**config.mk**
```make
export PLATFORM = sky130hd
export DESIGN_NAME = score_display
export DESIGN_NICKNAME = d
export VERILOG_FILES = /design/src/rtl/score_pkg.sv /design/src/rtl/seg7_decoder.sv /design/src/rtl/score_display.sv
export SDC_FILE = /design/constraint.sdc
export NUM_CORES = 1
export LEC_CHECK = 0
export BUFFER_PORTS_ARGS = -buffer_cell sky130_fd_sc_hd__buf_4
export CORE_UTILIZATION = 53
export CTS_CLUSTER_SIZE = 24
export DETAILED_ROUTE_END_ITERATION = 7
export PLACE_DENSITY = 0.8
export SLEW_MARGIN = 20
export SYNTH_ARGS = -nofsm -noshare
export SYNTH_HDL_FRONTEND = slang
export SYNTH_SLANG_ARGS = --single-unit
export TNS_END_PERCENT = 20
```
**constraint.sdc**
```tcl
create_clock -name clk -period 3.4 [get_ports clk]
set_clock_uncertainty 0.1 [all_clocks]
set_input_delay 0.34 -clock clk [delete_from_list [all_inputs] [get_ports clk]]
set_output_delay 0.34 -clock clk [all_outputs]
set_load 0.02 [all_outputs]
```
**src/rtl/score_pkg.sv**
```systemverilog
// Shared types, segment constants and BCD helpers for the score display.
package score_pkg;

  typedef enum logic {
    PLAY = 1'b0,
    OVER = 1'b1
  } state_t;

  localparam logic [6:0] SEG_BLANK = 7'h7F;

  // Widest score the increment helper supports; callers zero-extend into it.
  localparam int unsigned MAX_DIGITS = 8;
  localparam int unsigned MAX_W      = 4 * MAX_DIGITS;

  // Active-low gfedcba patterns for digits 0..9 (element index = digit).
  localparam logic [9:0][6:0] SEG_LUT = {
    7'h10, 7'h00, 7'h78, 7'h02, 7'h12,
    7'h19, 7'h30, 7'h24, 7'h79, 7'h40
  };

  // BCD +1 over the low ndig digits; all nines saturate instead of wrapping.
  function automatic logic [MAX_W-1:0] bcd_inc_sat(input logic [MAX_W-1:0] v,
                                                   input int unsigned     ndig);
    logic [MAX_W-1:0] r;
    logic             carry;
    logic             all_nines;
    r         = v;
    carry     = 1'b1;
    all_nines = 1'b1;
    for (int unsigned i = 0; i < MAX_DIGITS; i++) begin
      if (i < ndig) begin
        if (v[4*i +: 4] != 4'd9) all_nines = 1'b0;
        if (carry) begin
          if (v[4*i +: 4] == 4'd9) begin
            r[4*i +: 4] = 4'd0;
          end else begin
            r[4*i +: 4] = v[4*i +: 4] + 4'd1;
            carry       = 1'b0;
          end
        end
      end
    end
    if (all_nines) r = v;
    return r;
  endfunction

endpackage

```
**src/rtl/seg7_decoder.sv**
```systemverilog
// One BCD digit to active-low seven-segment pattern; non-decimal codes blank.
module seg7_decoder
  import score_pkg::*;
(
  input  logic [3:0] bcd_i,
  output logic [6:0] seg_o
);

  // Table lookup for 0..9, blank otherwise
  always_comb begin
    seg_o = SEG_BLANK;
    if (bcd_i <= 4'd9) seg_o = SEG_LUT[bcd_i];
  end

endmodule

```
**src/rtl/score_display.sv**
```systemverilog
// Score keeper consumer: BCD score, session high score, game-over blink display.
module score_display
  import score_pkg::*;
#(
  parameter int unsigned DIGITS       = 3,
  parameter int unsigned BLINK_CYCLES = 8
) (
  input  logic                  clk,
  input  logic                  reset,
  input  logic                  incr,
  input  logic                  stop,
  input  logic                  restart,
  output logic [4*DIGITS-1:0]   score,
  output logic [4*DIGITS-1:0]   high_score,
  output logic                  game_over,
  output logic [7*DIGITS-1:0]   hex_score,
  output logic [7*DIGITS-1:0]   hex_high
);

  localparam int unsigned W     = 4 * DIGITS;
  localparam int unsigned HW    = 7 * DIGITS;
  localparam int unsigned CNT_W = (BLINK_CYCLES > 1) ? $clog2(BLINK_CYCLES) : 1;
  localparam logic [CNT_W-1:0] BLINK_LAST = CNT_W'(BLINK_CYCLES - 1);

  state_t           state_q;
  logic [W-1:0]     score_q;
  logic [W-1:0]     high_q;
  logic [CNT_W-1:0] blink_cnt_q;
  logic             blink_phase_q;
  logic             game_over_q;
  logic [W-1:0]     score_inc;
  logic [HW-1:0]    seg_score;
  logic [HW-1:0]    seg_high;

  assign score_inc = W'(bcd_inc_sat(MAX_W'(score_q), DIGITS));

  // Game FSM, scores and blink timer; high score captured on the OVER-entry edge
  always_ff @(posedge clk or posedge reset) begin
    if (reset) begin
      state_q       <= PLAY;
      score_q       <= '0;
      high_q        <= '0;
      blink_cnt_q   <= '0;
      blink_phase_q <= 1'b0;
      game_over_q   <= 1'b0;
    end else begin
      case (state_q)
        PLAY: begin
          blink_cnt_q   <= '0;
          blink_phase_q <= 1'b0;
          if (stop) begin
            state_q     <= OVER;
            game_over_q <= 1'b1;
            if (score_q > high_q) high_q <= score_q;
          end else if (incr) begin
            score_q <= score_inc;
          end
        end
        OVER: begin
          if (restart) begin
            state_q       <= PLAY;
            game_over_q   <= 1'b0;
            score_q       <= '0;
            blink_cnt_q   <= '0;
            blink_phase_q <= 1'b0;
          end else if (blink_cnt_q == BLINK_LAST) begin
            blink_cnt_q   <= '0;
            blink_phase_q <= ~blink_phase_q;
          end else begin
            blink_cnt_q <= blink_cnt_q + CNT_W'(1);
          end
        end
      endcase
    end
  end

  // Per-digit segment decoders for both scores
  for (genvar g = 0; g < DIGITS; g++) begin : g_digit
    seg7_decoder u_dec_score (
      .bcd_i (score_q[4*g +: 4]),
      .seg_o (seg_score[7*g +: 7])
    );
    seg7_decoder u_dec_high (
      .bcd_i (high_q[4*g +: 4]),
      .seg_o (seg_high[7*g +: 7])
    );
  end

  assign score      = score_q;
  assign high_score = high_q;
  assign game_over  = game_over_q;
  assign hex_score  = blink_phase_q ? {HW{1'b1}} : seg_score;
  assign hex_high   = seg_high;

endmodule

```
==> out/summary.log, run 1 <==
qor: setup_path.worst_setup_path_end_kind register
qor: die.design.die.area 0.00531 mm2
qor: die.core_rows 25
qor: die.die_y 72.9 um
qor: grt.global_route.usage.total 25.4%
qor: die.io_pins 72
qor: setup_path.cp_slowest_cell sky130_fd_sc_hd__dfrtp_1
qor: sta.timing.fmax 0.364 GHz
qor: clock_tree.clockRootBuffer sky130_fd_sc_hd__clkbuf_8
qor: sta.unrepaired_setup_endpoints_after_global_routing no
qor: routing.dr.pass1.iters 4
qor: clock_tree.tritoncts_num_sinks 30
qor: cells_and_area.drive_above_1_share 23.2%
qor: sta.report.final.setup_viol 0
qor: die.floorplan.die.width 72.9 um
qor: grt.grt_overflow_total 0
qor: yosys.synth-seq-cells 30
qor: placement.port_buffers 71
qor: die.design.core.area 0.00479 mm2
qor: sta.finalHoldViolCount 0
qor: grt.grt_first_pass_wirelength 10400 um
qor: cells_and_area.area_growth 26.0%
qor: yosys.synth_edf_count 0
qor: sta.worst_pin_slew 0.449 ns
qor: grt.grt_start_max_net_pins 31
qor: setup_path.critical_path_class register to register
qor: min_path.hold_path_class input pin to asynchronous set/reset pin
qor: placement.rd_place_congestion 0.900
qor: yosys.postSynth.asyncResetShare 100%
qor: job.cap_violations 0
qor: routing.route.final.wire_length 6440 um
qor: clock_tree.clkSlewWorstSetupHoldPaths 0.07 ns
qor: setup_path.critPathLaunchType register
qor: grt.grt_use_met2 41.0%
qor: yosys.synthesis.nets 368
qor: power.powerDensity 273 mW/mm2
qor: yosys.synth_sequential_area_ratio 28.2%
qor: routing.first_iter_violations 205
qor: sta.min_period 2.74 ns
qor: routing.drt_drc_violations_left 0
qor: setup_path.crit_path_cell_trace inv_1, ha_1, nand4_1, a211o_1, a311oi_4, buf_4, mux2_2
qor: clock_tree.cts_buffers 5
qor: setup_path.critical-path-max-stage-delay 0.48 ns
qor: sta.hold-worst-slack 0.0388 ns
qor: clock_tree.post_cts.repair.setup_buffers 0
qor: setup_path.worst_ep_arrival_time 2.81 ns
qor: placement.post-dp-hpwl 4850 um
qor: clock_tree.quantity_of_hold_fixing_buffers_added_after_cts 0
qor: setup_path.timing.critical_path.required 3.47 ns
qor: grt.number_of_antenna_violations_at_the_first_check_in_global_routing 0
qor: cells_and_area.num-nets-final 442
qor: yosys.average_cell_area_after_synthesis 8.35 um2
qor: grt.first_global_vias 2211
qor: setup_path.critical_path_peak_fanout 9
qor: setup_path.reg2regPathDepth 7
qor: clock_tree.clk_path_buf_depth 2
qor: clock_tree.cts_max_level 2
qor: clock_tree.latest_clock_arrival_within_the_worst_skew_pair 0.28 ns
qor: grt.grt_use_met1 35.5%
qor: power.leakagePower 1.67 nW
qor: routing.post_dr_wirelength_cell 14.0 um
qor: yosys.synth_cells 319
qor: yosys.synth_flop_cell sky130_fd_sc_hd__dfrtp_1
qor: routing.route.detailed.vias_per_inst 5.52
qor: routing.vias 2541
qor: yosys.synthDistinctLibCells 41
qor: status.result_of_the_run finished clean
qor: sta.timing.final.crit_share 80.7%
qor: clock_tree.cts_tree done
qor: sta.relSlewSlack 70.0%
qor: routing.postRouteAntennaNets 0
qor: clock_tree.ctsResizeCount 0
qor: die.initial_utilization 55.6%
qor: sta.tns 0 ns
qor: grt.gr_layer_usage_met3 3.87%
qor: sta.timing.final.max_slew_violations 0
qor: yosys.synth.cell_area 0.00266 mm2
qor: grt.global_route.peak_usage_layer met2
qor: yosys.yosys_warnings 0
qor: cells_and_area.insertedDiodeCount 0
qor: power.power.ir.vdd_worst 0.251 mV
==> sequential cells by signal, indices dropped and copies added (netlist names) <==
| signal | count |
|---|---|
| blink_phase_q | 1 |
| blink_cnt_q | 3 |
| game_over | 1 |
| score | 12 |
| state_q | 1 |
| high_score | 12 |
==> stage by stage <==
step	worst slack [ns]	power (W)	cell area [um2]	utilization [%]	std cells
floorplan	0.881	0.000556	2660	-	319
global placement	0.827	0.000647	3280	68.5	453
detailed placement	0.726	0.000652	3280	68.5	453
CTS	0.665	0.000924	3350	70.1	460
global route	0.530	0.000965	3350	70.1	460
finish	0.655	0.000917	3350	70.1	460
==> power breakdown <==
group	internal [W]	switching, W
Clock	0.000141	0.000129
Sequential	0.000371	0.0000224
Combinational	0.000103	0.000150
==> critical path: cells and delay by family, from the launching register on <==
| family | cells | cell delay (ns) |
|---|---|---|
| buf+inv | 2 | 0.44 |
| simple gates | 1 | 0.19 |
| compound gates | 2 | 0.77 |
| mux | 1 | 0.34 |
| flops | 1 | 0.48 |
| fa+ha+maj | 1 | 0.32 |
==> Yosys cell counts, types with 2 or more instances <==
library cell,number,area [um2]
sky130_fd_sc_hd__ha_1,44,551
sky130_fd_sc_hd__o21ai_0,36,180
sky130_fd_sc_hd__nor2_1,34,128
sky130_fd_sc_hd__dfrtp_1,30,751
sky130_fd_sc_hd__a21oi_1,29,145
sky130_fd_sc_hd__nand2_1,29,109
sky130_fd_sc_hd__inv_1,26,97.6
sky130_fd_sc_hd__mux2i_1,9,90.1
sky130_fd_sc_hd__clkbuf_1,8,30.0
sky130_fd_sc_hd__nand2b_1,8,50.1
sky130_fd_sc_hd__nand3_1,6,30.0
sky130_fd_sc_hd__nor3_1,6,30.0
sky130_fd_sc_hd__o211ai_1,5,37.5
sky130_fd_sc_hd__mux2_4,4,60.1
sky130_fd_sc_hd__nand4_1,4,25.0
sky130_fd_sc_hd__xnor2_1,4,35.0
sky130_fd_sc_hd__nand3b_1,3,22.5
sky130_fd_sc_hd__o21bai_1,3,22.5
sky130_fd_sc_hd__a211oi_1,2,15.0
sky130_fd_sc_hd__a31oi_1,2,12.5
sky130_fd_sc_hd__a32oi_1,2,17.5
sky130_fd_sc_hd__and3b_1,2,17.5
sky130_fd_sc_hd__mux2_2,2,22.5
sky130_fd_sc_hd__nor2b_1,2,12.5
sky130_fd_sc_hd__o22ai_1,2,12.5
sky130_fd_sc_hd__or4_1,2,15.0
==> path summary, 6_finish.rpt <==
kind	start	endpoint	slack (ns)
worst max-delay path	high_score[11]$_DFFE_PP0P_	high_score[11]$_DFFE_PP0P_	0.66
worst min-delay path	reset	high_score[8]$_DFFE_PP0P_	0.04
worst max register to register	high_score[11]$_DFFE_PP0P_	high_score[11]$_DFFE_PP0P_	0.66
worst min register to register	blink_cnt_q[0]$_DFF_PP0_	blink_cnt_q[0]$_DFF_PP0_	0.34
max in group asynchronous	reset	high_score[5]$_DFFE_PP0P_	2.88
min in group clk	restart	game_over$_DFFE_PP0P_	0.17
==> cell usage in the layout (no fill, tap or decap) <==
cell and instances:
sky130_fd_sc_hd__ha_1 44, sky130_fd_sc_hd__mux2_4 4, sky130_fd_sc_hd__nand2_1 29, sky130_fd_sc_hd__a211oi_1 2, sky130_fd_sc_hd__nand2b_1 8, sky130_fd_sc_hd__a21boi_0 1
sky130_fd_sc_hd__nor3_1 6, sky130_fd_sc_hd__nor2_1 34, sky130_fd_sc_hd__o22a_1 1, sky130_fd_sc_hd__xnor2_1 4, sky130_fd_sc_hd__inv_1 26, sky130_fd_sc_hd__o21ai_0 36
sky130_fd_sc_hd__nor3b_1 1, sky130_fd_sc_hd__clkbuf_8 5, sky130_fd_sc_hd__a211o_1 1, sky130_fd_sc_hd__o211ai_1 5, sky130_fd_sc_hd__mux2i_1 9, sky130_fd_sc_hd__a311oi_4 1
sky130_fd_sc_hd__a32o_1 1, sky130_fd_sc_hd__a2bb2oi_1 1, sky130_fd_sc_hd__nand4_1 4, sky130_fd_sc_hd__or4_1 2, sky130_fd_sc_hd__nor2b_1 2, sky130_fd_sc_hd__o31ai_1 1
sky130_fd_sc_hd__a32oi_1 2, sky130_fd_sc_hd__o21bai_1 3, sky130_fd_sc_hd__buf_4 78, sky130_fd_sc_hd__nor3b_2 1, sky130_fd_sc_hd__clkbuf_1 2, sky130_fd_sc_hd__nand3b_1 3
sky130_fd_sc_hd__nand3_1 6, sky130_fd_sc_hd__a21oi_1 29, sky130_fd_sc_hd__dfrtp_1 30, sky130_fd_sc_hd__mux2_2 2, sky130_fd_sc_hd__a31oi_1 2, sky130_fd_sc_hd__a22oi_1 1
sky130_fd_sc_hd__and2_1 1, sky130_fd_sc_hd__xor2_1 1, sky130_fd_sc_hd__o22ai_1 2, sky130_fd_sc_hd__and3b_1 2
==> cell families (layout without fill, tap and decap cells) <==
kind of cell    count (synthesis)  after routing  share of synthesized area [%]
xor+xnor                        5              5                           1.64
simple gates                   99             99                           17.5
buf+inv                        37            111                           5.69
fa+ha+maj                      44             44                           20.7
compound gates                 89             89                           19.8
flops                          30             30                           28.2
mux                            15             15                           6.49
==> layout make-up <==
cell class | instances | area [um2]
multi-input combinational | 252 | 1760
sequential | 30 | 751
timing repair buffer | 78 | 586
inverter | 26 | 97.6
tap | 67 | 83.8
clock buffer | 7 | 76.3
fill | 410 | 1430
==> routing by layer <==
layer  routed length, um  up-vias
met5                   0        -
met4                  51        0
met3                 385        4
met2                3150       78
met1                2860     1194
li1                    -     1265
Power figures use the tool's default switching activity.
==> run 2: changes to the inputs <==
Settings changed: ABC_AREA from default to 1, CORE_UTILIZATION 53 to 54, PLACE_DENSITY 0.8 to 0.81.
Clock period 3.4 ns to 2.6 ns, I/O delays scaled along.
==> run 2 against run 1 <==
  * Flip-flop and latch count is the same
  * Largest cell class unchanged
  * Combinational power grew to 11 times the previous value
  * Critical endpoint is now hex_score[4]
  * Sequential power grew 97%
  * Global-route usage grew 0.49 points
  * Largest power group is now combinational logic
==> out/summary.log, run 2 <==
qor: power.p_switching 0.00211 W [was 0.000301 W]
qor: routing.met1_wl 2990 um [was 2860 um]
qor: grt.global_route.usage.total 25.9% [was 25.4%]
qor: min_path.hold_path_class input pin to register [was input pin to asynchronous set/reset pin]
qor: cells_and_area.final_cell_area 0.00351 mm2 [was 0.00335 mm2]
qor: routing.dr.pass1.iters 4 [unchanged]
qor: clock_tree.latest_clock_arrival_within_the_worst_skew_pair 0.28 ns [about the same]
qor: clock_tree.cts_tree done [unchanged]
qor: grt.number_of_antenna_violations_at_the_first_check_in_global_routing 0 [unchanged]
qor: yosys.synth_edf_count 0 [unchanged]
qor: cells_and_area.most-common-layout-cells sky130_fd_sc_hd__nand2_1 (115), sky130_fd_sc_hd__buf_4 (77), sky130_fd_sc_hd__ha_1 (44), sky130_fd_sc_hd__inv_1 (43), sky130_fd_sc_hd__o21ai_0 (38) [was sky130_fd_sc_hd__buf_4 (78), sky130_fd_sc_hd__ha_1 (44), sky130_fd_sc_hd__o21ai_0 (36), sky130_fd_sc_hd__nor2_1 (34), sky130_fd_sc_hd__dfrtp_1 (30)]
qor: setup_path.critical_path_class register to output port [was register to register]
qor: placement.post_detailed_placement_cell_area 0.00342 mm2 [was 0.00328 mm2]
qor: yosys.synthDistinctLibCells 32 [was 41]
qor: sta.report.final.setup_viol 0 [unchanged]
qor: placement.port_buffers 71 [unchanged]
qor: job.cap_violations 0 [unchanged]
qor: yosys.synth.cell_area 0.00281 mm2 [was 0.00266 mm2]
qor: power.part_of_the_power_in_combinational_logic 71.6% [was 27.6%]
qor: power.powerDensity 1140 mW/mm2 [was 273 mW/mm2]
qor: routing.first_iter_violations 144 [was 205]
qor: routing.wl_met3 311 um [was 385 um]
qor: grt.first_global_vias 2537 [was 2211]
qor: yosys.yosys_warnings 0 [unchanged]
qor: die.die_y 74.1 um [was 72.9 um]
qor: die.io_pins 72 [unchanged]
qor: cells_and_area.drive_above_1_share 23.1% [was 23.2%]
qor: placement.rd_place_congestion 0.907 [was 0.900]
qor: yosys.synth_cells 384 [was 319]
qor: grt.grt_overflow_total 0 [unchanged]
qor: setup_path.worst_ep_arrival_time 2.11 ns [was 2.81 ns]
qor: placement.post-dp-hpwl 5150 um [was 4850 um]
qor: clock_tree.cts_max_level 2 [unchanged]
qor: sta.relSlewSlack 71.1% [was 70.0%]
qor: die.design.die.area 0.00549 mm2 [was 0.00531 mm2]
qor: sta.finalHoldViolCount 0 [unchanged]
qor: grt.grt_first_pass_wirelength 11100 um [was 10400 um]
qor: power.clock_power_share 8.9% [was 29.5%]
qor: yosys.synth-seq-cells 30 [unchanged]
qor: routing.drt_drc_violations_left 0 [unchanged]
qor: setup_path.worst_setup_path_end_kind output port [was register]
qor: cells_and_area.mostFrequentLayoutCell sky130_fd_sc_hd__nand2_1 [was sky130_fd_sc_hd__buf_4]
qor: cells_and_area.fillCellCount 396 [was 410]
qor: sta.finalWorstSetupSlack 0.130 ns [was 0.655 ns]
qor: placement.post-place-ws 0.311 ns [was 0.726 ns]
qor: sta.worst_pin_slew 0.434 ns [was 0.449 ns]
qor: power.internal_power 0.00188 W [was 0.000615 W]
qor: sta.timing.final.max_slew_violations 0 [unchanged]
qor: setup_path.worst_path_most_repeated_cell sky130_fd_sc_hd__inv_1
qor: power.power.share.switching 52.9% [was 32.9%]
qor: yosys.synth_most_common_cell sky130_fd_sc_hd__nand2_1 [was sky130_fd_sc_hd__ha_1]
qor: die.initial_utilization 57.9% [was 55.6%]
qor: clock_tree.cts_buffers 5 [unchanged]
qor: yosys.post_synth_main_area_contributors sky130_fd_sc_hd__dfrtp_1 (27%), sky130_fd_sc_hd__ha_1 (20%), sky130_fd_sc_hd__nand2_1 (15%), sky130_fd_sc_hd__o21ai_0 (6.8%), sky130_fd_sc_hd__inv_1 (5.8%) [was sky130_fd_sc_hd__dfrtp_1 (28%), sky130_fd_sc_hd__ha_1 (21%), sky130_fd_sc_hd__o21ai_0 (6.8%), sky130_fd_sc_hd__a21oi_1 (5.5%), sky130_fd_sc_hd__nor2_1 (4.8%)]
qor: yosys.area_leader_netlist sky130_fd_sc_hd__dfrtp_1 [unchanged]
qor: yosys.netlist_top_cells_count sky130_fd_sc_hd__nand2_1 (115), sky130_fd_sc_hd__ha_1 (44), sky130_fd_sc_hd__inv_1 (43), sky130_fd_sc_hd__o21ai_0 (38), sky130_fd_sc_hd__dfrtp_1 (30) [was sky130_fd_sc_hd__ha_1 (44), sky130_fd_sc_hd__o21ai_0 (36), sky130_fd_sc_hd__nor2_1 (34), sky130_fd_sc_hd__dfrtp_1 (30)]
qor: yosys.postSynth.asyncResetShare 100% [unchanged]
qor: cells_and_area.num-nets-final 512 [was 442]
qor: routing.postRouteAntennaNets 0 [unchanged]
qor: grt.grt_start_max_net_pins 31 [unchanged]
qor: sta.tns 0 ns [unchanged]
qor: cells_and_area.finish.utilization 72.4% [was 70.1%]
qor: sta.unrepaired_setup_endpoints_after_global_routing no [unchanged]
qor: yosys.average_cell_area_after_synthesis 7.31 um2 [was 8.35 um2]
qor: sta.timing.fmax 0.405 GHz
qor: setup_path.timing.critical_path.required 2.24 ns [was 3.47 ns]
qor: routing.vias 2794 [was 2541]
qor: yosys.synth.top_cell.area_share 26.7% [was 28.2%]
qor: cells_and_area.area_growth 25.1% [was 26.0%]
qor: clock_tree.post_cts.repair.setup_buffers 0 [unchanged]
qor: setup_path.critical-path-max-stage-delay 0.47 ns [was 0.48 ns]
qor: clock_tree.clkSlewWorstSetupHoldPaths 0.06 ns [was 0.07 ns]
qor: setup_path.critPathLaunchType register [unchanged]
qor: setup_path.crit_path_cell_trace inv_1, ha_1, nand2_1, nor2_2, inv_1, a31oi_4, o211ai_1, buf_4 [was inv_1, ha_1, nand4_1, a211o_1, a311oi_4, buf_4, mux2_2]
qor: power.power.ir.vdd_worst 0.834 mV [was 0.251 mV]
qor: clock_tree.clk_path_buf_depth 2 [unchanged]
qor: clock_tree.clockRootBuffer sky130_fd_sc_hd__clkbuf_8 [unchanged]
qor: power.seq_power_share 19.5% [was 42.9%]
qor: status.result_of_the_run finished clean [unchanged]
qor: yosys.synth_sequential_area_ratio 26.7% [was 28.2%]
qor: cells_and_area.insertedDiodeCount 0 [unchanged]
qor: routing.route.top_layer_used met4 [unchanged]
qor: setup_path.cp_slowest_cell sky130_fd_sc_hd__dfrtp_1 [unchanged]
qor: yosys.synth_flop_cell sky130_fd_sc_hd__dfrtp_1 [unchanged]
qor: setup_path.r2r_setup_slack 0.43 ns [was 0.66 ns]
qor: routing.met2WireLength 3380 um [was 3150 um]
qor: yosys.synthesis.nets 433 [was 368]
qor: routing.route.detailed.vias_per_inst 5.27 [was 5.52]
qor: setup_path.critical_path_peak_fanout 7 [was 9]
qor: sta.min_period 2.47 ns
qor: sta.timing.final.crit_share 95.0%
qor: die.floorplan.die.width 74.1 um [was 72.9 um]
qor: die.core_rows 25 [unchanged]
qor: routing.route.final.wire_length 6710 um [was 6440 um]
qor: routing.post_dr_wirelength_cell 12.7 um [was 14.0 um]
qor: clock_tree.tritoncts_num_sinks 30 [unchanged]
qor: die.design.core.area 0.00485 mm2 [was 0.00479 mm2]
qor: power.leakagePower 1.97 nW [was 1.67 nW]
## run 2: cell count changes after synthesis, sizes merged, moves of 5 or more
| cell | delta |
|---|---|
| nand2 | +92 |
| nand3 | +21 |
| a21oi | -19 |
| inv | +18 |
| mux2i | -9 |
| nor2 | -9 |
| o21ai | +9 |
| clkbuf | -8 |
| nand2b | -8 |
| mux2 | -6 |
| nand4 | +5 |
## run 2: logic make-up after synthesis
| family | after synthesis | share of synthesized area [%] |
|---|---|---|
| xor gates and xnor gates | 3 | 0.936 |
| DFF | 30 | 26.7 |
| AOI/OAI and AO/OA | 66 | 14.7 |
| buffers and inverters | 53 | 8.07 |
| adders and majority gates | 44 | 19.6 |
| and+or+nand+nor | 188 | 30.0 |
## run 2: path summary, 6_finish.rpt
check / endpoint / depth (start not counted) / startpoint
max: hex_score[4] / 8 / score[1]$_DFFE_PP0P_
min: game_over$_DFFE_PP0P_ / 2 / restart
min in group asynchronous: high_score[10]$_DFFE_PP0P_ / 4 / reset
max in group asynchronous: score[5]$_DFFE_PP0P_ / 4 / reset
min reg2reg: blink_cnt_q[0]$_DFF_PP0_ / 1 / blink_cnt_q[0]$_DFF_PP0_
max reg2reg: high_score[11]$_DFFE_PP0P_ / 9 / high_score[6]$_DFFE_PP0P_
## run 2: routing by layer
layer | up-vias | GRT usage (%)
met2 | 73 | 44.6
met5 | - | 0
met4 | 0 | 7.48
met1 | 1302 | 33.7
met3 | 4 | 3.79
li1 | 1415 | -
## run 2: stage by stage
step                hold slack, ns  total power [W]  std cells
floorplan                    0.249          0.00257        384
global placement             0.269          0.00357        522
detailed placement           0.273          0.00364        522
CTS                         0.0520          0.00400        530
global route                0.0582          0.00434        530
finish                      0.0558          0.00399        530
## run 2: worst max-delay path: cells and delay by family (launching register included)
kind                       cells  cell delay [ns]
buffers and inverters          3             0.52
DFF                            1             0.47
AOI/OAI and AO/OA              2             0.37
adders and majority gates      1             0.22
and+or+nand+nor                2             0.25
## run 2: power groups by stage
stage / sequential, W / combinational, W / clock (W)
after floorplan: 0.000860 / 0.00171 / 0
after global placement: 0.000774 / 0.00279 / 0
after detailed placement: 0.000778 / 0.00286 / 0
after CTS: 0.000771 / 0.00286 / 0.000364
after global routing: 0.000798 / 0.00317 / 0.000379
final: 0.000778 / 0.00286 / 0.000357
## run 2: repair_timing
| item | 4_1_cts | 5_1_grt |
|---|---|---|
| resized for setup | 1 | 1 |
| endpoints found under the setup margin | 1 | 2 |
| hold buffers | 1 | 0 |
| hold endpoints to repair | 30 | 0 |
## run 2: cell type report
class | instances | area, um2 | share of cell area (%)
multi-input combinational | 301 | 1830 | 52.2
timing repair buffer | 78 | 588 | 16.7
inverter | 47 | 179 | 5.09
tap | 67 | 83.8 | 2.39
clock buffer | 7 | 76.3 | 2.17
sequential | 30 | 752 | 21.4
==> run 3: changes to the inputs <==
Clock period 2.6 ns to 2.3 ns, I/O delays scaled along.
==> run 3 against run 2 <==
  * Routed wire length grew 1.7%
  * Combinational power rose by 17%
  * Global-route usage up 1.0 points
  * Cell count rose by 1.7%
  * Design area rose by 2.4%
  * Flip-flop and latch count unchanged
  * Setup slack got worse by 0.025 ns
  * Utilization up 1.8 points
  * Sequential power rose by 8.7%
  * Via count grew 1.1%
  * Critical path type unchanged
  * Largest cell class unchanged
  * Largest power group unchanged
==> out/summary.log, run 3 (synthesis gave the netlist of run 2 again) <==
qor: status.result_of_the_run finished clean [unchanged]
qor: placement.rd_place_congestion 0.907 [about the same]
qor: routing.post_dr_wirelength_cell 12.7 um [about the same]
qor: die.initial_utilization 57.9% [unchanged]
qor: placement.post-dp-hpwl 5080 um [was 5150 um]
qor: setup_path.critical_path_class register to output port [unchanged]
qor: grt.grt_first_pass_wirelength 11400 um [was 11100 um]
qor: placement.placedCellCount 529 [was 522]
qor: clock_tree.cts_buffers 5 [unchanged]
qor: grt.grt_overflow_total 0 [unchanged]
qor: setup_path.crit_path_cell_trace inv_2, ha_2, nand2_1, nor2_4, inv_2, a31oi_4, o21ai_0, buf_4 [was inv_1, ha_1, nand2_1, nor2_2, inv_1, a31oi_4, o211ai_1, buf_4]
qor: sta.finalWorstSetupSlack 0.104 ns [was 0.130 ns]
qor: clock_tree.clockRootBuffer sky130_fd_sc_hd__clkbuf_8 [unchanged]
qor: power.powerDensity 1280 mW/mm2 [was 1140 mW/mm2]
qor: setup_path.worst_setup_path_end_kind output port [unchanged]
qor: cells_and_area.non_filler_instance_count_after_layout 539 [was 530]
qor: sta.min_period 2.20 ns
qor: sta.relSlewSlack 73.4% [was 71.1%]
qor: power.leakagePower 2.02 nW [was 1.97 nW]
qor: sta.timing.final.crit_share 95.5%
qor: setup_path.worst_ep_arrival_time 1.87 ns [was 2.11 ns]
qor: power.power.ir.vdd_worst 0.974 mV [was 0.834 mV]
qor: clock_tree.cts_tree done [unchanged]
qor: routing.postRouteAntennaNets 0 [unchanged]
qor: setup_path.critical_path_peak_fanout 7 [unchanged]
qor: grt.number_of_antenna_violations_at_the_first_check_in_global_routing 0 [unchanged]
qor: setup_path.r2r_end high_score[3]$_DFFE_PP0P_ [was high_score[11]$_DFFE_PP0P_]
qor: setup_path.critical-path-max-stage-delay 0.39 ns [was 0.47 ns]
qor: cells_and_area.fillCellCount 385 [was 396]
qor: routing.dr.pass1.iters 6 [was 4]
qor: cells_and_area.mostFrequentLayoutCell sky130_fd_sc_hd__nand2_1 [unchanged]
qor: min_path.hold_path_class input pin to register [unchanged]
qor: clock_tree.cts_max_level 2 [unchanged]
qor: routing.drt_drc_violations_left 0 [unchanged]
qor: die.die_y 74.1 um [unchanged]
qor: cells_and_area.final_cell_area 0.00360 mm2 [was 0.00351 mm2]
qor: cells_and_area.drive_above_1_share 26.5% [was 23.1%]
qor: setup_path.r2r_setup_slack 0.29 ns [was 0.43 ns]
qor: die.core_rows 25 [unchanged]
qor: routing.route.detailed.vias_per_inst 5.24 [was 5.27]
qor: clock_tree.clkSlewWorstSetupHoldPaths 0.07 ns [was 0.06 ns]
qor: clock_tree.tritoncts_num_sinks 30 [unchanged]
qor: setup_path.critPathTopFamily flip-flops [was buffers and inverters]
qor: die.design.core.area 0.00485 mm2 [unchanged]
qor: setup_path.critPathLaunchType register [unchanged]
qor: die.design.die.area 0.00549 mm2 [unchanged]
qor: cells_and_area.num-nets-final 521 [was 512]
qor: sta.finalHoldViolCount 0 [unchanged]
qor: grt.grt_start_max_net_pins 31 [unchanged]
qor: job.cap_violations 0 [unchanged]
qor: placement.post_detailed_placement_cell_area 0.00347 mm2 [was 0.00342 mm2]
qor: cells_and_area.most-common-layout-cells sky130_fd_sc_hd__nand2_1 (114), sky130_fd_sc_hd__buf_4 (86), sky130_fd_sc_hd__ha_1 (42), sky130_fd_sc_hd__inv_1 (39), sky130_fd_sc_hd__o21ai_0 (38) [was sky130_fd_sc_hd__nand2_1 (115), sky130_fd_sc_hd__buf_4 (77), sky130_fd_sc_hd__ha_1 (44), sky130_fd_sc_hd__inv_1 (43), sky130_fd_sc_hd__o21ai_0 (38)]
qor: placement.port_buffers 71 [unchanged]
qor: cells_and_area.area_growth 28.2% [was 25.1%]
qor: setup_path.cp_slowest_cell sky130_fd_sc_hd__dfrtp_1 [unchanged]
qor: min_path.hold_end game_over$_DFFE_PP0P_ [unchanged]
qor: sta.timing.final.max_slew_violations 0 [unchanged]
qor: setup_path.worst_path_most_repeated_cell sky130_fd_sc_hd__inv_2 [was sky130_fd_sc_hd__inv_1]
qor: setup_path.reg2reg_from high_score[10]$_DFFE_PP0P_ [was high_score[6]$_DFFE_PP0P_]
qor: sta.worst_pin_slew 0.398 ns [was 0.434 ns]
qor: setup_path.timing.critical_path.buf_inv 3 [unchanged]
qor: setup_path.timing.critical_path.required 1.97 ns [was 2.24 ns]
qor: die.io_pins 72 [unchanged]
qor: routing.route.final.wire_length 6820 um [was 6710 um]
qor: placement.post-place-ws 0.203 ns [was 0.311 ns]
qor: sta.report.final.setup_viol 0 [unchanged]
qor: die.floorplan.die.width 74.1 um [unchanged]
qor: min_path.whs_path_depth 2 [unchanged]
qor: cells_and_area.insertedDiodeCount 0 [unchanged]
qor: sta.tns 0 ns [unchanged]
qor: clock_tree.latest_clock_arrival_within_the_worst_skew_pair 0.28 ns [about the same]
qor: min_path.min-delay-start restart [unchanged]
qor: routing.vias 2825 [was 2794]
qor: grt.first_global_vias 2493 [was 2537]
qor: clock_tree.clk_path_buf_depth 2 [unchanged]
qor: setup_path.reg2regPathDepth 12 [was 9]
qor: grt.global_route.usage.total 26.9% [was 25.9%]
qor: routing.first_iter_violations 201 [was 144]
qor: sta.timing.fmax 0.455 GHz
qor: sta.unrepaired_setup_endpoints_after_global_routing no [unchanged]
[run 3: cell types whose count changed in the layout (fill, tap and decap cells not counted), moves of 2 or more]
cell and change:
sky130_fd_sc_hd__buf_4 +9, sky130_fd_sc_hd__inv_1 -4, sky130_fd_sc_hd__inv_2 +4, sky130_fd_sc_hd__clkbuf_1 -2, sky130_fd_sc_hd__clkinv_2 +2, sky130_fd_sc_hd__ha_1 -2, sky130_fd_sc_hd__ha_2 +2, sky130_fd_sc_hd__nor2_2 -2
sky130_fd_sc_hd__nor2_4 +2
[run 3: through the flow]
step	util, %	hold slack (ns)	power (W)
finish	74.2	0.0307	0.00461
global route	74.2	0.0221	0.00503
CTS	73.8	0.0259	0.00459
detailed placement	71.6	0.242	0.00415
global placement	71.6	0.233	0.00408
floorplan	-	0.219	0.00290
[run 3: layer usage]
metal  global-route usage [%]  wire length (um)  vias to the layer above
met5                        0                 0                        -
met3                     3.25               283                       15
met2                     43.7              3310                       73
met1                     37.1              3110                     1304
li1                         -                 -                     1433
met4                     9.19               123                        0
[run 3: timing repair]
item / in CTS / in global routing
resized for setup: 3 / 8
endpoints found under the hold margin: 30 / 0
buffers inserted: 1 / 1
pin swaps: 1 / 3
endpoints found under the setup margin: 4 / 30
hold buffers: 1 / 0
[run 3: layout make-up]
| class | instances | area (um2) | area share [%] |
|---|---|---|---|
| Clock inverter | 2 | 10.0 | 0.278 |
| Tap cell | 67 | 83.8 | 2.33 |
| Timing Repair Buffer | 87 | 656 | 18.2 |
| Multi-Input combinational cell | 301 | 1850 | 51.3 |
| Sequential cell | 30 | 753 | 20.9 |
| Clock buffer | 5 | 68.8 | 1.91 |
| Inverter | 47 | 179 | 4.97 |
[run 3: worst max path at each step]
stage | startpoint | end | cells past startpoint | slack [ns]
after global placement | score[5]$_DFFE_PP0P_ | hex_score[13] | 8 | 0.27
final | score[1]$_DFFE_PP0P_ | hex_score[6] | 8 | 0.10
after floorplan | high_score[8]$_DFFE_PP0P_ | hex_high[18] | 3 | 0.24
after detailed placement | high_score[10]$_DFFE_PP0P_ | high_score[5]$_DFFE_PP0P_ | 11 | 0.20
after global routing | score[5]$_DFFE_PP0P_ | hex_score[13] | 8 | 0.0001
after CTS | score[1]$_DFFE_PP0P_ | hex_score[4] | 8 | 0.04
[run 3: power by group]
| group | total [W] | switching (W) | internal, W | leakage (nW) |
|---|---|---|---|---|
| Sequential | 0.000846 | 0.000197 | 0.000650 | 0.399 |
| Clock | 0.000400 | 0.000197 | 0.000203 | 0.0438 |
| Combinational | 0.00336 | 0.00203 | 0.00133 | 1.57 |
| Total | 0.00461 | 0.00242 | 0.00219 | 2.02 |
